===== src/rtl/icache_pkg.sv =====
// Shared types and address helpers for the L1 instruction cache.
// Address helpers work on a 64-bit view so any ADDR_W up to 64 can use them.
package icache_pkg;

    typedef enum logic [2:0] {IDLE, LOOKUP, BUS_REQ, FILL, RESPOND} state_t;

    function automatic int index_width(input int sets);
        return $clog2(sets);
    endfunction

    function automatic int age_width(input int ways);
        return $clog2(ways);
    endfunction

    function automatic logic [63:0] addr_index(input logic [63:0] addr, input int index_w);
        return addr & ((64'd1 << index_w) - 64'd1);
    endfunction

    function automatic logic [63:0] addr_tag(input logic [63:0] addr, input int index_w);
        return addr >> index_w;
    endfunction

endpackage


===== src/rtl/icache_lru.sv =====
// True-LRU age array: one age per way per set, 0 = most recent, WAYS-1 = least recent.
// Reports the least-recently-used way of every set.
module icache_lru
    import icache_pkg::*;
#(
    parameter int SETS = 16,
    parameter int WAYS = 4,
    localparam int INDEX_W = index_width(SETS),
    localparam int AGE_W = age_width(WAYS)
) (
    input  logic                       clk,
    input  logic                       rst,
    input  logic                       upd_en,
    input  logic [INDEX_W-1:0]         upd_set,
    input  logic [AGE_W-1:0]           upd_way,
    output logic [SETS-1:0][AGE_W-1:0] lru_way
);

    logic [SETS-1:0][WAYS-1:0][AGE_W-1:0] age;
    logic [AGE_W-1:0]                     acc_age;

    assign acc_age = age[upd_set][upd_way];

    // Accessed way becomes youngest; only ways younger than it age by one,
    // so the set stays a permutation of 0..WAYS-1.
    always_ff @(posedge clk) begin
        if (rst) begin
            for (int s = 0; s < SETS; s++)
                for (int w = 0; w < WAYS; w++)
                    age[s][w] <= AGE_W'(w);
        end else if (upd_en) begin
            for (int w = 0; w < WAYS; w++) begin
                if (AGE_W'(w) == upd_way)
                    age[upd_set][w] <= '0;
                else if (age[upd_set][w] < acc_age)
                    age[upd_set][w] <= age[upd_set][w] + 1'b1;
            end
        end
    end

    always_comb begin
        lru_way = '0;
        for (int s = 0; s < SETS; s++)
            for (int w = 0; w < WAYS; w++)
                if (age[s][w] == AGE_W'(WAYS - 1))
                    lru_way[s] = AGE_W'(w);
    end

endmodule


===== src/rtl/icache_unit.sv =====
// Set-associative L1 instruction cache with snoop invalidation and hit/miss statistics.
// Lines are Shared or Invalid only; misses are filled one word at a time from the common bus.
module icache_unit
    import icache_pkg::*;
#(
    parameter int ADDR_W = 32,
    parameter int DATA_W = 32,
    parameter int SETS   = 16,
    parameter int WAYS   = 4,
    parameter int CNT_W  = 16
) (
    input  logic              clk,
    input  logic              rst,
    input  logic              cpu_rd,
    input  logic [ADDR_W-1:0] cpu_addr,
    output logic              cpu_stall,
    output logic              cpu_valid,
    output logic [DATA_W-1:0] cpu_data,
    output logic              bus_req,
    input  logic              bus_gnt,
    output logic              bus_rd,
    output logic [ADDR_W-1:0] bus_addr,
    input  logic [DATA_W-1:0] bus_data,
    input  logic              bus_data_valid,
    input  logic              inv_valid,
    input  logic [ADDR_W-1:0] inv_addr,
    output logic [CNT_W-1:0]  hit_count,
    output logic [CNT_W-1:0]  miss_count
);

    localparam int INDEX_W = index_width(SETS);
    localparam int AGE_W   = age_width(WAYS);
    localparam int TAG_W   = ADDR_W - INDEX_W;

    state_t                    state;
    logic [ADDR_W-1:0]         req_addr;
    logic [AGE_W-1:0]          victim_way;
    logic                      inv_kill;
    logic [SETS-1:0][WAYS-1:0] valid;
    logic [TAG_W-1:0]          tag_mem  [SETS][WAYS];
    logic [DATA_W-1:0]         data_mem [SETS][WAYS];

    logic [INDEX_W-1:0]        req_idx, inv_idx;
    logic [TAG_W-1:0]          req_tag, inv_tag;
    logic                      inv_same, kill_now;
    logic                      hit, any_invalid;
    logic [AGE_W-1:0]          hit_way, free_way, victim_sel, lru_acc_way;
    logic [WAYS-1:0]           inv_match;
    logic                      lru_upd;
    logic [SETS-1:0][AGE_W-1:0] lru_way;

    assign req_idx = INDEX_W'(addr_index(64'(req_addr), INDEX_W));
    assign req_tag = TAG_W'(addr_tag(64'(req_addr), INDEX_W));
    assign inv_idx = INDEX_W'(addr_index(64'(inv_addr), INDEX_W));
    assign inv_tag = TAG_W'(addr_tag(64'(inv_addr), INDEX_W));

    // A snoop on the outstanding address masks a hit and blocks installing the fill.
    assign inv_same = inv_valid && (inv_addr == req_addr);
    assign kill_now = inv_kill || inv_same;

    // Descending scan so the lowest-index way wins for both the hit and the free slot.
    always_comb begin
        hit         = 1'b0;
        hit_way     = '0;
        any_invalid = 1'b0;
        free_way    = '0;
        inv_match   = '0;
        for (int w = WAYS - 1; w >= 0; w--) begin
            if (valid[req_idx][w] && (tag_mem[req_idx][w] == req_tag)) begin
                hit     = !inv_same;
                hit_way = AGE_W'(w);
            end
            if (!valid[req_idx][w]) begin
                any_invalid = 1'b1;
                free_way    = AGE_W'(w);
            end
            inv_match[w] = valid[inv_idx][w] && (tag_mem[inv_idx][w] == inv_tag);
        end
    end

    assign victim_sel  = any_invalid ? free_way : lru_way[req_idx];
    assign lru_acc_way = (state == LOOKUP) ? hit_way : victim_way;
    assign lru_upd     = ((state == LOOKUP) && hit) ||
                         ((state == FILL) && bus_data_valid && !kill_now);

    icache_lru #(
        .SETS(SETS),
        .WAYS(WAYS)
    ) u_lru (
        .clk    (clk),
        .rst    (rst),
        .upd_en (lru_upd),
        .upd_set(req_idx),
        .upd_way(lru_acc_way),
        .lru_way(lru_way)
    );

    // Invalidation is applied first so a same-edge install into that set still takes effect.
    always_ff @(posedge clk) begin
        if (rst) begin
            state      <= IDLE;
            req_addr   <= '0;
            victim_way <= '0;
            inv_kill   <= 1'b0;
            valid      <= '0;
            cpu_stall  <= 1'b0;
            cpu_valid  <= 1'b0;
            cpu_data   <= '0;
            bus_req    <= 1'b0;
            bus_rd     <= 1'b0;
            bus_addr   <= '0;
            hit_count  <= '0;
            miss_count <= '0;
        end else begin
            cpu_valid <= 1'b0;
            if (inv_valid)
                valid[inv_idx] <= valid[inv_idx] & ~inv_match;
            case (state)
                IDLE: begin
                    inv_kill <= 1'b0;
                    if (cpu_rd) begin
                        req_addr  <= cpu_addr;
                        cpu_stall <= 1'b1;
                        state     <= LOOKUP;
                    end
                end
                LOOKUP: begin
                    if (hit) begin
                        cpu_data  <= data_mem[req_idx][hit_way];
                        cpu_valid <= 1'b1;
                        if (hit_count != '1)
                            hit_count <= hit_count + 1'b1;
                        state <= RESPOND;
                    end else begin
                        victim_way <= victim_sel;
                        bus_req    <= 1'b1;
                        if (miss_count != '1)
                            miss_count <= miss_count + 1'b1;
                        state <= BUS_REQ;
                    end
                end
                BUS_REQ: begin
                    if (inv_same)
                        inv_kill <= 1'b1;
                    if (bus_gnt) begin
                        bus_rd   <= 1'b1;
                        bus_addr <= req_addr;
                        state    <= FILL;
                    end
                end
                FILL: begin
                    if (inv_same)
                        inv_kill <= 1'b1;
                    if (bus_data_valid) begin
                        cpu_data  <= bus_data;
                        cpu_valid <= 1'b1;
                        bus_req   <= 1'b0;
                        bus_rd    <= 1'b0;
                        bus_addr  <= '0;
                        if (!kill_now) begin
                            tag_mem[req_idx][victim_way]  <= req_tag;
                            data_mem[req_idx][victim_way] <= bus_data;
                            valid[req_idx][victim_way]    <= 1'b1;
                        end
                        state <= RESPOND;
                    end
                end
                RESPOND: begin
                    cpu_stall <= 1'b0;
                    state     <= IDLE;
                end
                default: state <= IDLE;
            endcase
        end
    end

    // The arbiter must hold the grant for the whole fill.
    property p_gnt_held_in_fill;
        @(posedge clk) disable iff (rst) (state == FILL) |-> bus_gnt;
    endproperty
    assert property (p_gnt_held_in_fill);

endmodule


===== config.mk =====
export PLATFORM = sky130hd
export DESIGN_NAME = icache_unit
export DESIGN_NICKNAME = d
export VERILOG_FILES = /design/src/rtl/icache_pkg.sv /design/src/rtl/icache_lru.sv /design/src/rtl/icache_unit.sv
export SDC_FILE = /design/constraint.sdc
export NUM_CORES = 2
export LEC_CHECK = 0
export CAP_MARGIN = 40
export CORE_MARGIN = 8
export CORE_UTILIZATION = 50
export DETAILED_ROUTE_END_ITERATION = 10
export PLACE_DENSITY = 0.73
export SKIP_LAST_GASP = 1
export SLEW_MARGIN = 20
export SYNTH_ARGS = -nofsm -noshare
export SYNTH_HDL_FRONTEND = slang
export SYNTH_SLANG_ARGS = --single-unit

===== constraint.sdc =====
create_clock -name clk -period 10 [get_ports clk]
set_input_delay 2 -clock clk [delete_from_list [all_inputs] [get_ports clk]]
set_output_delay 2 -clock clk [all_outputs]
set_load 0.01 [all_outputs]

==> metrics.log <==
INFO  metric criticalPathCategory = flip-flop to flip-flop
INFO  metric setup.worst_path.end_class = flip-flop
INFO  metric detailedRoute.firstIterationViolations = 18500
INFO  metric htree_depth = 5
INFO  metric cp_slowest_cell = sky130_fd_sc_hd__dfxtp_4
INFO  metric final_min_period = 7.73 ns
INFO  metric ys_top_cells_by_area = sky130_fd_sc_hd__edfxtp_1, sky130_fd_sc_hd__mux4_2, sky130_fd_sc_hd__dfxtp_1
INFO  metric clock_tree_from_tritoncts = built
INFO  metric port-buffer-count = 201
INFO  metric fp.dieArea = 0.380 mm²
INFO  metric viasPerCell = just over 7
INFO  metric worst_r2r_endpoint = cpu_data[6]
INFO  metric ys_seq_elements = 4174
INFO  metric syn2layout_area_growth = 13.2%
INFO  metric postCtsHoldBufs = 0
INFO  metric clkPwrFrac = 41.3%
INFO  metric layout.nets = 9766
INFO  metric ff2ff_setup_slack = roughly 2.3 ns
INFO  metric post-route-drc-count = 0
INFO  metric vias = between 100k and 150k
INFO  metric finalCritPeriodShare = 77.3%
INFO  metric final.setup_skew = 0.0879 ns
INFO  metric max_clock_freq = ~130 MHz
INFO  metric cp-start-kind = flip-flop
INFO  metric cp.arrival = 8.59 ns
INFO  metric synth_cell_type_count = 100
INFO  metric synthesis.nets = 9423
INFO  metric synth_cells = 9319
INFO  metric total_chip_power = 38100 µW
INFO  metric clk_transition_reported_paths = ~0.070 ns
INFO  metric asyncSetResetFlopFracSynth = 0%
INFO  metric dp.final_hpwl = 346 mm
INFO  metric share_of_total_power_in_combinational_logic = 8.4%
INFO  metric die_h = about 600 µm
INFO  metric setup_repair_after_global_routing_missed_its_margin = no
INFO  metric yosys_warnings = 0
INFO  metric avgRoutedWirePerCell = 38.8 µm
INFO  metric postSynthAreaPerCell = 19.4 µm²
INFO  metric synthesis.area = about 0.18 mm²
INFO  metric hp-start = req_addr[19]
INFO  metric timing.final.max_slew_violations = 0
INFO  metric required_worst_endpoint = approximately 11 ns
INFO  metric floorplan.die.width = 617 µm
INFO  metric ant_nets = 0
INFO  metric cellLeakagePower = ~0.063 µW
INFO  metric number_of_instances_resized_during_post_cts_repair = 0
INFO  metric clk_path_buf_depth = 4
INFO  metric critical_path.cell_chain = buf_4, buf_12, mux4_2, mux2i_1, mux2i_1, xnor2_1, and4_1, nand4b_1, nor3b_1, nor2b_1, o21a_4, buf_12, mux2_2, nor2_1, a211o_1, a311oi_1
INFO  metric critPathMaxStageDelay = 0.89 ns
INFO  metric final_layout_size_suffix_gt1_share = just under 30%
INFO  metric final-hold-violation-count = 0
INFO  metric grt_use_total = 29.5%
INFO  metric synth_top_cell_area_share = between 60% and 70%
INFO  metric worst_skew_pair.late_latency = 1.00 ns
INFO  metric relSlewSlack = 23.0%
INFO  metric cts_root_buffer = sky130_fd_sc_hd__clkbuf_16
INFO  metric internal_power = 29200 µW
INFO  metric std_cell_rows = 220
INFO  metric grt_start_max_net_pins = ~130
INFO  metric leading_cell_type_in_the_layout_fill_and_taps_excluded = sky130_fd_sc_hd__edfxtp_1
INFO  metric totalNegativeSetupSlack = 0 ns
INFO  metric synth-edff-count = 3840
INFO  metric worst_r2r_path_depth = 16
INFO  metric timing.max_cap.violations = 0
INFO  metric timing.critical_path.fanout_max = between 90 and 100
INFO  metric gpl.final_weighted_congestion = just under 1
INFO  metric wire_length_of_the_first_global_routing_pass = 800 mm
INFO  metric final_setup_viols = 0
INFO  metric detail_route.wirelength = about 570 mm
INFO  metric synth_ff_type = sky130_fd_sc_hd__edfxtp_1
INFO  metric irDropWorstVdd = 0.000164 V
INFO  metric status = finished clean
INFO  metric final_cell_mix = sky130_fd_sc_hd__edfxtp_1, sky130_fd_sc_hd__mux4_2, sky130_fd_sc_hd__nand2_1
INFO  metric cts_made_buffers = slightly above 400
INFO  metric first_global_vias = 103000
INFO  metric power_switching = between 8000 and 9000 µW
INFO  metric p_sw_share = a little under a quarter
INFO  metric dr.pass1.iters = 9
INFO  metric share_seq_of_total_power = 50.3%
INFO  metric core_area = between 0.3 and 0.4 mm²
INFO  metric tightestPinTransition = 1.15 ns
INFO  metric min_path_type = flip-flop to flip-flop
INFO  metric hold_depth = 2
INFO  metric number_of_post_cts_setup_repair_buffers = 0
INFO  metric grt_antenna_before_repair = 46
INFO  metric gr-total-overflow = 0
INFO  metric yosysTopAreaCell = sky130_fd_sc_hd__edfxtp_1
INFO  metric tritoncts_sink_count = 4174
INFO  metric initial_utilization = 50.2%
INFO  metric num_io_pins = 202
INFO  metric register_area_share_after_synthesis = 67.6%
INFO  metric p_per_area = roughly 190 mW/mm²
INFO  metric min_to = req_addr[19]
synth_stat cells (110+ instances only):
master and instances:
sky130_fd_sc_hd__clkbuf_1 365, sky130_fd_sc_hd__xnor2_1 165, sky130_fd_sc_hd__mux4_2 1590, sky130_fd_sc_hd__nand2_1 472
sky130_fd_sc_hd__dfxtp_1 334, sky130_fd_sc_hd__buf_1 143, sky130_fd_sc_hd__nor2_1 290, sky130_fd_sc_hd__a22oi_1 126
sky130_fd_sc_hd__mux2i_1 365, sky130_fd_sc_hd__a21oi_1 128, sky130_fd_sc_hd__edfxtp_1 3840, sky130_fd_sc_hd__xor2_1 110
stage by stage:
step	setup slack [ns]	area (µm²)	util [%]	hold WS (ns)	cells
3_5_place_dp	2.36	190000	52.9	0.451	14000
5_1_grt	2.16	204000	56.8	0.479	14800
3_3_place_gp	2.34	188000	52.4	0.448	13900
4_1_cts	2.37	204000	56.7	0.460	14800
6_report	2.27	204000	56.8	0.465	14800
2_1_floorplan	0.133	180000	-	0.437	9319
state kept, by name, indices dropped and copies added (netlist names), named ones only:
name	count
bus_addr	32
req_addr	32
cpu_data	32
inv_kill	1
valid	64
u_lru.age	128
data_mem	2048
cpu_stall	1
state	3
bus_req	1
bus_rd	1
miss_count	16
hit_count	16
victim_way	2
tag_mem	1792
cpu_valid	1
layout make-up:
type                    instances  area [µm²]
repair buffers                621        6770
diodes                         22        55.1
fillers                     25800      155000
clock inverters               240        2470
clock buffers                 520       11100
flip-flops and latches       4174      122000
inverters                      33         139
multi-input cells            4417       55600
well taps                    4773        5970
cell families (layout without fill, tap and decap cells):
kind of cell | Yosys count | after routing | synth area share, %
compound gates | 856 | 856 | 3.45
xor+xnor | 275 | 275 | 1.34
fa+ha+maj | 5 | 5 | 0.0319
buf+inv | 728 | 1414 | 1.86
flops | 4174 | 4174 | 67.6
mux | 2042 | 2042 | 22.4
other cells | 0 | 22 | 0
simple gates | 1239 | 1239 | 3.28
power groups by stage:
stage          Combinational (µW)  Sequential (µW)  Clock (µW)
2_1_floorplan                1850            19600           0
3_3_place_gp                 3010            19500           0
3_5_place_dp                 3090            19500           0
4_1_cts                      3100            19200       15800
5_1_grt                      3280            19100       16400
6_report                     3200            19200       15700
critical path, delay by kind of cell, from the launching register on:
| family | cells | cell delay (ns) |
|---|---|---|
| AO/OA/AOI/OAI | 3 | 1.25 |
| XOR/XNOR | 1 | 0.45 |
| AND/OR/NAND/NOR | 5 | 1.53 |
| multiplexers | 4 | 1.23 |
| flip-flops | 1 | 0.89 |
| buffers and inverters | 3 | 1.64 |
routing by layer:
layer  share of wire [%]  track usage, %  vias to the layer above
li1                    -               -                    39800
met1                  34            38.2                    54700
met2                  45            44.5                     8703
met3                  14            9.21                     1690
met4                 7.0            16.7                       30
met5               0.039          0.0505                        -
worst max path at each step:
| stage | startpoint | end | slack [ns] | cells after the start |
|---|---|---|---|---|
| finish | flip-flop | cpu_data[6] | 2.27 | 16 |
| floorplan | inv_addr[0] | data_mem[14][64] | 0.13 | 10 |
| CTS | flip-flop | cpu_data[20] | 2.37 | 17 |
| detailed placement | flip-flop | u_lru.age[97] | 2.36 | 19 |
| global placement | flip-flop | u_lru.age[47] | 2.34 | 17 |
| global route | flip-flop | cpu_data[4] | 2.16 | 16 |
Note: power is estimated with default switching activity, not from simulation.
